## src/rtl/if_id_stage.sv

```systemverilog
// Fetch-to-decode pipeline register with valid/ready handshake, flush and immediate-extender op decode.
// Define IF_ID_SKID_EN for a 2-entry skid buffer (registered in_ready); default is a single register.

`ifndef EXT_OP_SE
`define EXT_OP_SE 2'b00
`endif
`ifndef EXT_OP_ZE
`define EXT_OP_ZE 2'b01
`endif
`ifndef EXT_OP_LS
`define EXT_OP_LS 2'b10
`endif

// Handshake: a transfer happens on a rising edge where valid and ready are both 1;
// a producer holds valid and its payload stable until that transfer, and valid never
// depends on ready. flush overrides any same-cycle input transfer.
module if_id_stage #(
  parameter logic [31:0] PC_RESET  = 32'h0000_3000,
  parameter logic [31:0] NOP_INSTR = 32'h0000_0000
) (
  input  logic        clk,
  input  logic        rst,
  input  logic        in_valid,
  output logic        in_ready,
  input  logic [31:0] in_pc,
  input  logic [31:0] in_instr,
  input  logic        flush,
  output logic        out_valid,
  input  logic        out_ready,
  output logic [31:0] out_pc,
  output logic [31:0] out_instr,
  output logic [4:0]  out_rs,
  output logic [4:0]  out_rt,
  output logic [4:0]  out_rd,
  output logic [15:0] out_im,
  output logic [1:0]  out_ext_op
);

  function automatic logic [1:0] ext_decode(input logic [5:0] opcode);
    logic [1:0] op;
    op = `EXT_OP_SE;
    case (opcode)
      6'h0C, 6'h0D, 6'h0E: op = `EXT_OP_ZE;
      6'h0F:               op = `EXT_OP_LS;
      default:             op = `EXT_OP_SE;
    endcase
    return op;
  endfunction

  logic        main_valid;
  logic [31:0] main_pc;
  logic [31:0] main_instr;
  logic [1:0]  main_ext;
  logic [1:0]  in_ext;
  logic        accept;
  logic        consume;

  assign in_ext  = ext_decode(in_instr[31:26]);
  assign accept  = in_valid & in_ready & ~flush;
  assign consume = main_valid & out_ready;

`ifdef IF_ID_SKID_EN
  logic        skid_valid;
  logic [31:0] skid_pc;
  logic [31:0] skid_instr;
  logic [1:0]  skid_ext;

  // Ready depends only on skid occupancy, so no combinational path from out_ready.
  assign in_ready = ~skid_valid;

  always_ff @(posedge clk or posedge rst) begin
    if (rst) begin
      skid_valid <= 1'b0;
      skid_pc    <= PC_RESET;
      skid_instr <= NOP_INSTR;
      skid_ext   <= `EXT_OP_SE;
    end else if (flush) begin
      skid_valid <= 1'b0;
    end else if (consume && skid_valid) begin
      skid_valid <= 1'b0;
    end else if (main_valid && !out_ready && accept) begin
      skid_valid <= 1'b1;
      skid_pc    <= in_pc;
      skid_instr <= in_instr;
      skid_ext   <= in_ext;
    end
  end
`else
  assign in_ready = ~main_valid | out_ready;
`endif

  always_ff @(posedge clk or posedge rst) begin
    if (rst) begin
      main_valid <= 1'b0;
      main_pc    <= PC_RESET;
      main_instr <= NOP_INSTR;
      main_ext   <= `EXT_OP_SE;
    end else if (flush) begin
      main_valid <= 1'b0;
      main_pc    <= PC_RESET;
      main_instr <= NOP_INSTR;
      main_ext   <= `EXT_OP_SE;
`ifdef IF_ID_SKID_EN
    end else if (consume && skid_valid) begin
      main_pc    <= skid_pc;
      main_instr <= skid_instr;
      main_ext   <= skid_ext;
`endif
    end else if (!main_valid || out_ready) begin
      if (accept) begin
        main_valid <= 1'b1;
        main_pc    <= in_pc;
        main_instr <= in_instr;
        main_ext   <= in_ext;
      end else if (consume) begin
        // Drained: keep the last PC but show a NOP so decode never sees stale fields.
        main_valid <= 1'b0;
        main_instr <= NOP_INSTR;
        main_ext   <= `EXT_OP_SE;
      end
    end
  end

  assign out_valid  = main_valid;
  assign out_pc     = main_pc;
  assign out_instr  = main_instr;
  assign out_ext_op = main_ext;
  assign out_rs     = main_instr[25:21];
  assign out_rt     = main_instr[20:16];
  assign out_rd     = main_instr[15:11];
  assign out_im     = main_instr[15:0];

endmodule

```

## config.mk

```make
export PLATFORM = sky130hd
export DESIGN_NAME = if_id_stage
export DESIGN_NICKNAME = d
export VERILOG_FILES = /design/src/rtl/if_id_stage.sv
export SDC_FILE = /design/constraint.sdc
export NUM_CORES = 1
export LEC_CHECK = 0
export ABC_AREA = 1
export BUFFER_PORTS_ARGS = -buffer_cell sky130_fd_sc_hd__buf_2
export CAP_MARGIN = 10
export CORE_MARGIN = 1.5
export CORE_UTILIZATION = 39
export DETAILED_ROUTE_END_ITERATION = 6
export PLACE_DENSITY = 0.75
export SYNTH_ARGS = -nofsm -noshare
export SYNTH_HDL_FRONTEND = slang
export SYNTH_SLANG_ARGS = --single-unit
```

## constraint.sdc

```tcl
create_clock -name clk -period 1.8 [get_ports clk]
set_clock_uncertainty 0.15 [all_clocks]
set_input_delay 0.09 -clock clk [delete_from_list [all_inputs] [get_ports clk]]
set_output_delay 0.09 -clock clk [all_outputs]
set_load 0.1 [all_outputs]
```

======== Word-level counts from Yosys, hierarchy flattened ========
Cells that the tools add are included.
storage, ports and cells
  bits in registers ....................... 67
  input port bits ......................... 69
  word-level logic and storage cells ...... 38
operators by class
  bitwise logic cells ..................... 6
  eq/ne operators ......................... 4
  muxes and demuxes ....................... 16
  reduce and logical (&&, ||, !) cells .... 8
operator list
  cell                                           number
  two-way mux 32 bit                             7
  == test 6 x 4 -> 1 bit, second input constant  4
  two-way mux 2 bit                              4
  two-way mux 1 bit                              4
  case mux 2 bit (2 select lines)                1
  AND reduction 2 bit                            2
  nonzero test 2 bit                             2
  bitwise AND 1 bit                              3
  nonzero test 3 bit                             1
  OR reduction 3 bit                             1
  NOT 1 bit                                      2
  logical NOT 1 bit                              1
  logical OR 1 bit                               1
  OR 1 bit                                       1

======== Depth between registers and ports, before layout ========
  word-level depth ........................ 7
  depth in mapped cells ................... 8
  gate-level depth less buffers ........... 7

======== Least setup slack after synthesis ========
No wires, ideal clock.
  kind .................................... register to register
  start ................................... register main_valid (netlist: out_valid)
  end ..................................... register main_instr[12] (netlist: out_instr[12])
  data arrival time ....................... 2.222 ns
  stages on the path, launching flop included .. 6
  period minus slack after synthesis ...... 2.441 ns
  slack ................................... -0.641 ns
  cells stage by stage .................... dfrtp_1 > nand2_2 > o21ai_2 > buf_2 > nand3_1 > nand2_1
between the ends
  cells in the longest elaborated chain, start to end .. 7
  elaborated cells between the ends (all ways) .. 13
  classes of those cells .................. 3 x mux; 5 x bitwise; 5 x reduce/logical
RTL lines
  element                           line  text
  start, declared                   50    logic main_valid;
  start signal, assigned            94    main_valid <= 1'b0;
  start signal, assigned            99    main_valid <= 1'b0;
  start signal, assigned            111   main_valid <= 1'b1;
  NOT 1 bit *                       89    assign in_ready = ~main_valid | out_ready;
  OR 1 bit *                        89
  via in_ready                      24    output logic in_ready,
  bitwise AND 1 bit * (2 in a row)  59    assign accept = in_valid & in_ready & ~flush;
  two-way mux 32 bit                110   if (accept) begin
  two-way mux 32 bit                109   end else if (!main_valid || out_ready) begin
  two-way mux 32 bit                98    end else if (flush) begin
  end signal, assigned              113   main_instr <= in_instr;
  end, declared                     52    logic [31:0] main_instr;
Mark *: on every way through the listed nets, which the timed path passes. The rest lies on a longest branch. The select of a mux whose other input is x is not followed.
A chain may end at the register's enable or synchronous reset.

======== Final worst setup path ========
  start ................................... register main_valid (netlist: out_valid)
  end ..................................... register main_valid (netlist: out_valid)
between the ends
  cells in the longest elaborated chain, start to end .. 7
  elaborated cells between the ends (all ways) .. 13
  classes of those cells .................. 3 x mux; 5 x bitwise; 5 x reduce/logical
RTL lines
  element                         line
  NOT 1 bit                       89
  OR 1 bit                        89
  bitwise AND 1 bit (2 in a row)  59
  two-way mux 1 bit               110
  two-way mux 1 bit               109
  two-way mux 1 bit               98
Several ways; a longest one is shown, not always the timed one. The select of a mux whose other input is x is not followed.

==> Implementation_results.wiki <==
{| class="wikitable"
! Metric !! Value
|-
| Number of nets with antenna violations after routing || 0
|-
| Critical Path Fanout Max || 5
|-
| Initial DRC Count || 149
|-
| Max_cap viols || 0
|-
| Site Rows || 31
|-
| Relative contribution of the clock network to total power || 24.3%
|-
| Post-route DRC violation count || 0
|-
| Worst-case headroom to the max-slew limit || 65.88%
|-
| Final setup vio count || 0
|-
| Worst R2R Path Depth || 4
|-
| Power dissipated by switching net loads || 1.804 mW
|-
| Cell type contributing the most total cell area after synthesis || sky130_fd_sc_hd__dfrtp_1
|-
| Worst setup margin || 0.1422 ns
|-
| Source-to-sink clock delay at the later pin of the worst-skew pair || 0.33 ns
|-
| Drt pass-1 iters || 5
|-
| Number of synthesis warnings || 0
|-
| Pin count of the biggest net entering global routing || 68
|-
| Area added between synthesis and finish || 53.43%
|-
| Clock sinks || 67
|-
| Highest clock frequency the design can meet || 603.2 MHz
|-
| Detailed-routed wire length on met3 || 515 um
|-
| Peak per-stage delay on the critical path || 0.57 ns
|-
| Count of H-tree levels built during CTS || 3
|-
| Diodes inserted || 0
|-
| Transition time at the pin with the least slew margin || 0.5153 ns
|-
| Cell with the largest stage delay on the worst path || sky130_fd_sc_hd__dlygate4sd3_1
|-
| Worst Setup Start Kind || flip-flop
|-
| Y dimension of the die || 89.29 um
|-
| Switching power share of the total || 42.65%
|-
| Register-to-register setup slack || 0.14 ns
|-
| Vias in the first global route || 2628
|-
| Nets || 600
|-
| Cell at the root of the clock tree || sky130_fd_sc_hd__clkbuf_8
|-
| Ratio of final minimum period to clock period || 92.10%
|-
| Share of layout cells above drive strength 1 || 36.64%
|-
| DR WL/cell || 12.79 um
|-
| Number of fill cells in the layout || 602
|-
| Die width || 89.29 um
|-
| Seq pwr share || 39.1%
|-
| CP Capture Type || flip-flop
|-
| Synthesized net count || 396
|-
| Synthesized instance count || 327
|-
| Arr. time, crit path || 1.77 ns
|-
| CP Class || flip-flop to flip-flop
|-
| Pre-CTS worst setup slack || 0.3068 ns
|-
| Setup bufs post-CTS || 0
|-
| Initial antenna violation count || 0
|-
| Wirelength, routed || 8.110 mm
|-
| Dpl cell area || 3625 um2
|-
| Total clock buffers created by CTS || 9
|-
| Final Max Slew Viols || 0
|-
| Final instance area || 4456 um2
|-
| Total negative slack || 0 ns
|-
| Metal-1 WL || 3.320 mm
|-
| Critical path, cell by cell || nand2_4, nand3_1, o21ai_0, dlygate4sd3_1
|-
| GRT Resource Usage Total || 20.31%
|-
| Estimated wirelength of the detail-placed design || 4.914 mm
|-
| Result of the run || finished clean
|-
| Routed vias || 2827
|-
| Maximum clock insertion buffer count || 2
|-
| Static power due to leakage || 2.657 nW
|-
| Launch point of the worst path || out_valid
|-
| Top Metal Used || met4
|-
| Initial cell density of the core || 40.25%
|-
| Power per standard cell area || 949.1 nW/um2
|-
| Routability Congestion || 0.7510
|-
| RSZ-0062 raised after global routing || false
|-
| Reg-to-reg startpoint || out_valid
|-
| Leading post-synthesis cells by cell area || sky130_fd_sc_hd__dfrtp_1 (56%), sky130_fd_sc_hd__nand2_1 (20%), sky130_fd_sc_hd__buf_4 (9.3%), sky130_fd_sc_hd__nand3_1 (6.2%), sky130_fd_sc_hd__dfstp_2 (1.8%)
|-
| Netlist cell types || 16
|-
| Total overflow reported by the global router || 0
|-
| Met2 wire length || 4.093 mm
|-
| Sequential element share of the synthesized area || 57.82%
|-
| Synth cell count leaders || sky130_fd_sc_hd__nand2_1 (158), sky130_fd_sc_hd__dfrtp_1 (65), sky130_fd_sc_hd__buf_4 (36), sky130_fd_sc_hd__nand3_1 (36), sky130_fd_sc_hd__nor2_1 (8)
|-
| Global-route wire length before repair || 12.18 mm
|-
| Number of storage elements in the synthesis netlist || 67
|-
| CTS tree || built
|-
| Final Hold Violating Endpoints || 0
|-
| Syn_area_per_cell || 8.881 um2
|-
| Area share of the leading cell type in the synthesized netlist || 56.01%
|-
| I/O pin count || 168
|-
| End of the worst register-to-register path || out_valid
|-
| Peak supply drop || 0.4700 mV
|-
| Capturing instance or port of the critical path || out_valid
|-
| Dominant cell by count in the synthesized netlist || sky130_fd_sc_hd__nand2_1
|-
| Hold crit path type || primary input to flip-flop
|-
| Top_reg_cell synth || sky130_fd_sc_hd__dfrtp_1
|-
| Internal power || 2.425 mW
|-
| Standard cell core area || 7214 um2
|-
| Post-layout minimum cycle time || 1.658 ns
|-
| Number of buffers inserted by port buffering || 167
|-
| Cell area after synthesis || 2904 um2
|-
| Proportion of power drawn by combinational gates || 36.5%
|-
| Fraction of synthesis flops using an asynchronous set or reset pin || 100.0%
|-
| Number of enable-type register cells in the synthesized netlist || 0
|-
| Worst path required time || 1.91 ns
|-
| Die Footprint || 7973 um2
|-
| Clock transition at the registers of the reported paths || 0.07 ns
|-
| Via density per instance || 4.459
|}
## cell type report
| type | instances | area, um2 | area share, % |
|---|---|---|---|
| Clock buffer | 12 | 145.1 | 3.258 |
| Multi-Input combinational cell | 210 | 875.8 | 19.66 |
| Clock inverter | 3 | 15.01 | 0.3370 |
| Timing Repair Buffer | 239 | 1594 | 35.78 |
| Tap cell | 99 | 123.9 | 2.780 |
| Inverter | 4 | 18.77 | 0.4212 |
| Sequential cell | 67 | 1683 | 37.77 |
## worst min-delay path by stage
stage	from	endpoint	slack, ns	cells after the start
floorplan	flush	out_valid	0.05	1
global placement	rst	out_instr[6]	0.06	3
detailed placement	rst	out_instr[4]	0.07	3
CTS	in_valid	out_pc[12]	0.03	5
global route	in_valid	out_pc[12]	0.05	5
finish	in_valid	out_pc[12]	0.05	5
## power by group through the flow
stage | Combinational [mW] | Sequential [mW] | Clock (mW)
global placement | 1.43 | 1.68 | 0
CTS | 1.55 | 1.65 | 1.09
global route | 1.61 | 1.66 | 1.14
detailed placement | 1.43 | 1.68 | 0
finish | 1.55 | 1.65 | 1.03
floorplan | 0.562 | 2.33 | 0
## through the flow
stage | cells | utilization [%] | total power, mW | hold WS [ns]
3_5_place_dp | 552 | 50.24 | 3.112 | 0.07266
5_1_grt | 634 | 61.76 | 4.416 | 0.05371
6_report | 634 | 61.76 | 4.229 | 0.05202
3_3_place_gp | 552 | 50.24 | 3.102 | 0.06295
2_1_floorplan | 327 | - | 2.891 | 0.04806
4_1_cts | 634 | 61.76 | 4.289 | 0.03294
## timing repair
item                      CTS  global route
gates resized for setup     0             0
hold endpoints to repair  134             0
hold buffers               67             0
## metal layers
metal	global-route usage (%)	up-vias
li1	-	1392
met1	23.17	1289
met2	36.43	128
met3	5.171	18
met4	7.832	0
met5	0	-
## cells by family after synthesis
logic type             count (synthesis)  share of synthesized area, %
buffers and inverters                 50                         12.19
flip-flops                            67                         57.82
AND/OR/NAND/NOR                      207                         29.34
AO/OA/AOI/OAI                          3                        0.6463
## registers in the layout (all words and copies together) (netlist names)
register    count
out_instr      32
out_pc         32
out_ext_op      2
out_valid       1
## critical path, delay by kind of cell, from the launching register on
kind                   cells  cell delay (ns)
flip-flops                 1             0.50
buffers and inverters      1             0.57
AO/OA/AOI/OAI              1             0.12
AND/OR/NAND/NOR            2             0.26
## placed cells by master, fill, tap and decap left out, drive strengths merged
master,count
nor3,1
nor2,9
nand3,36
dfstp,2
dlygate4sd3,67
clkbuf,12
buf,172
nand2,161
o21ai,3
dfrtp,65
clkinvlp,1
inv,3
clkinv,3
Note: power is estimated with default switching activity, not from simulation.
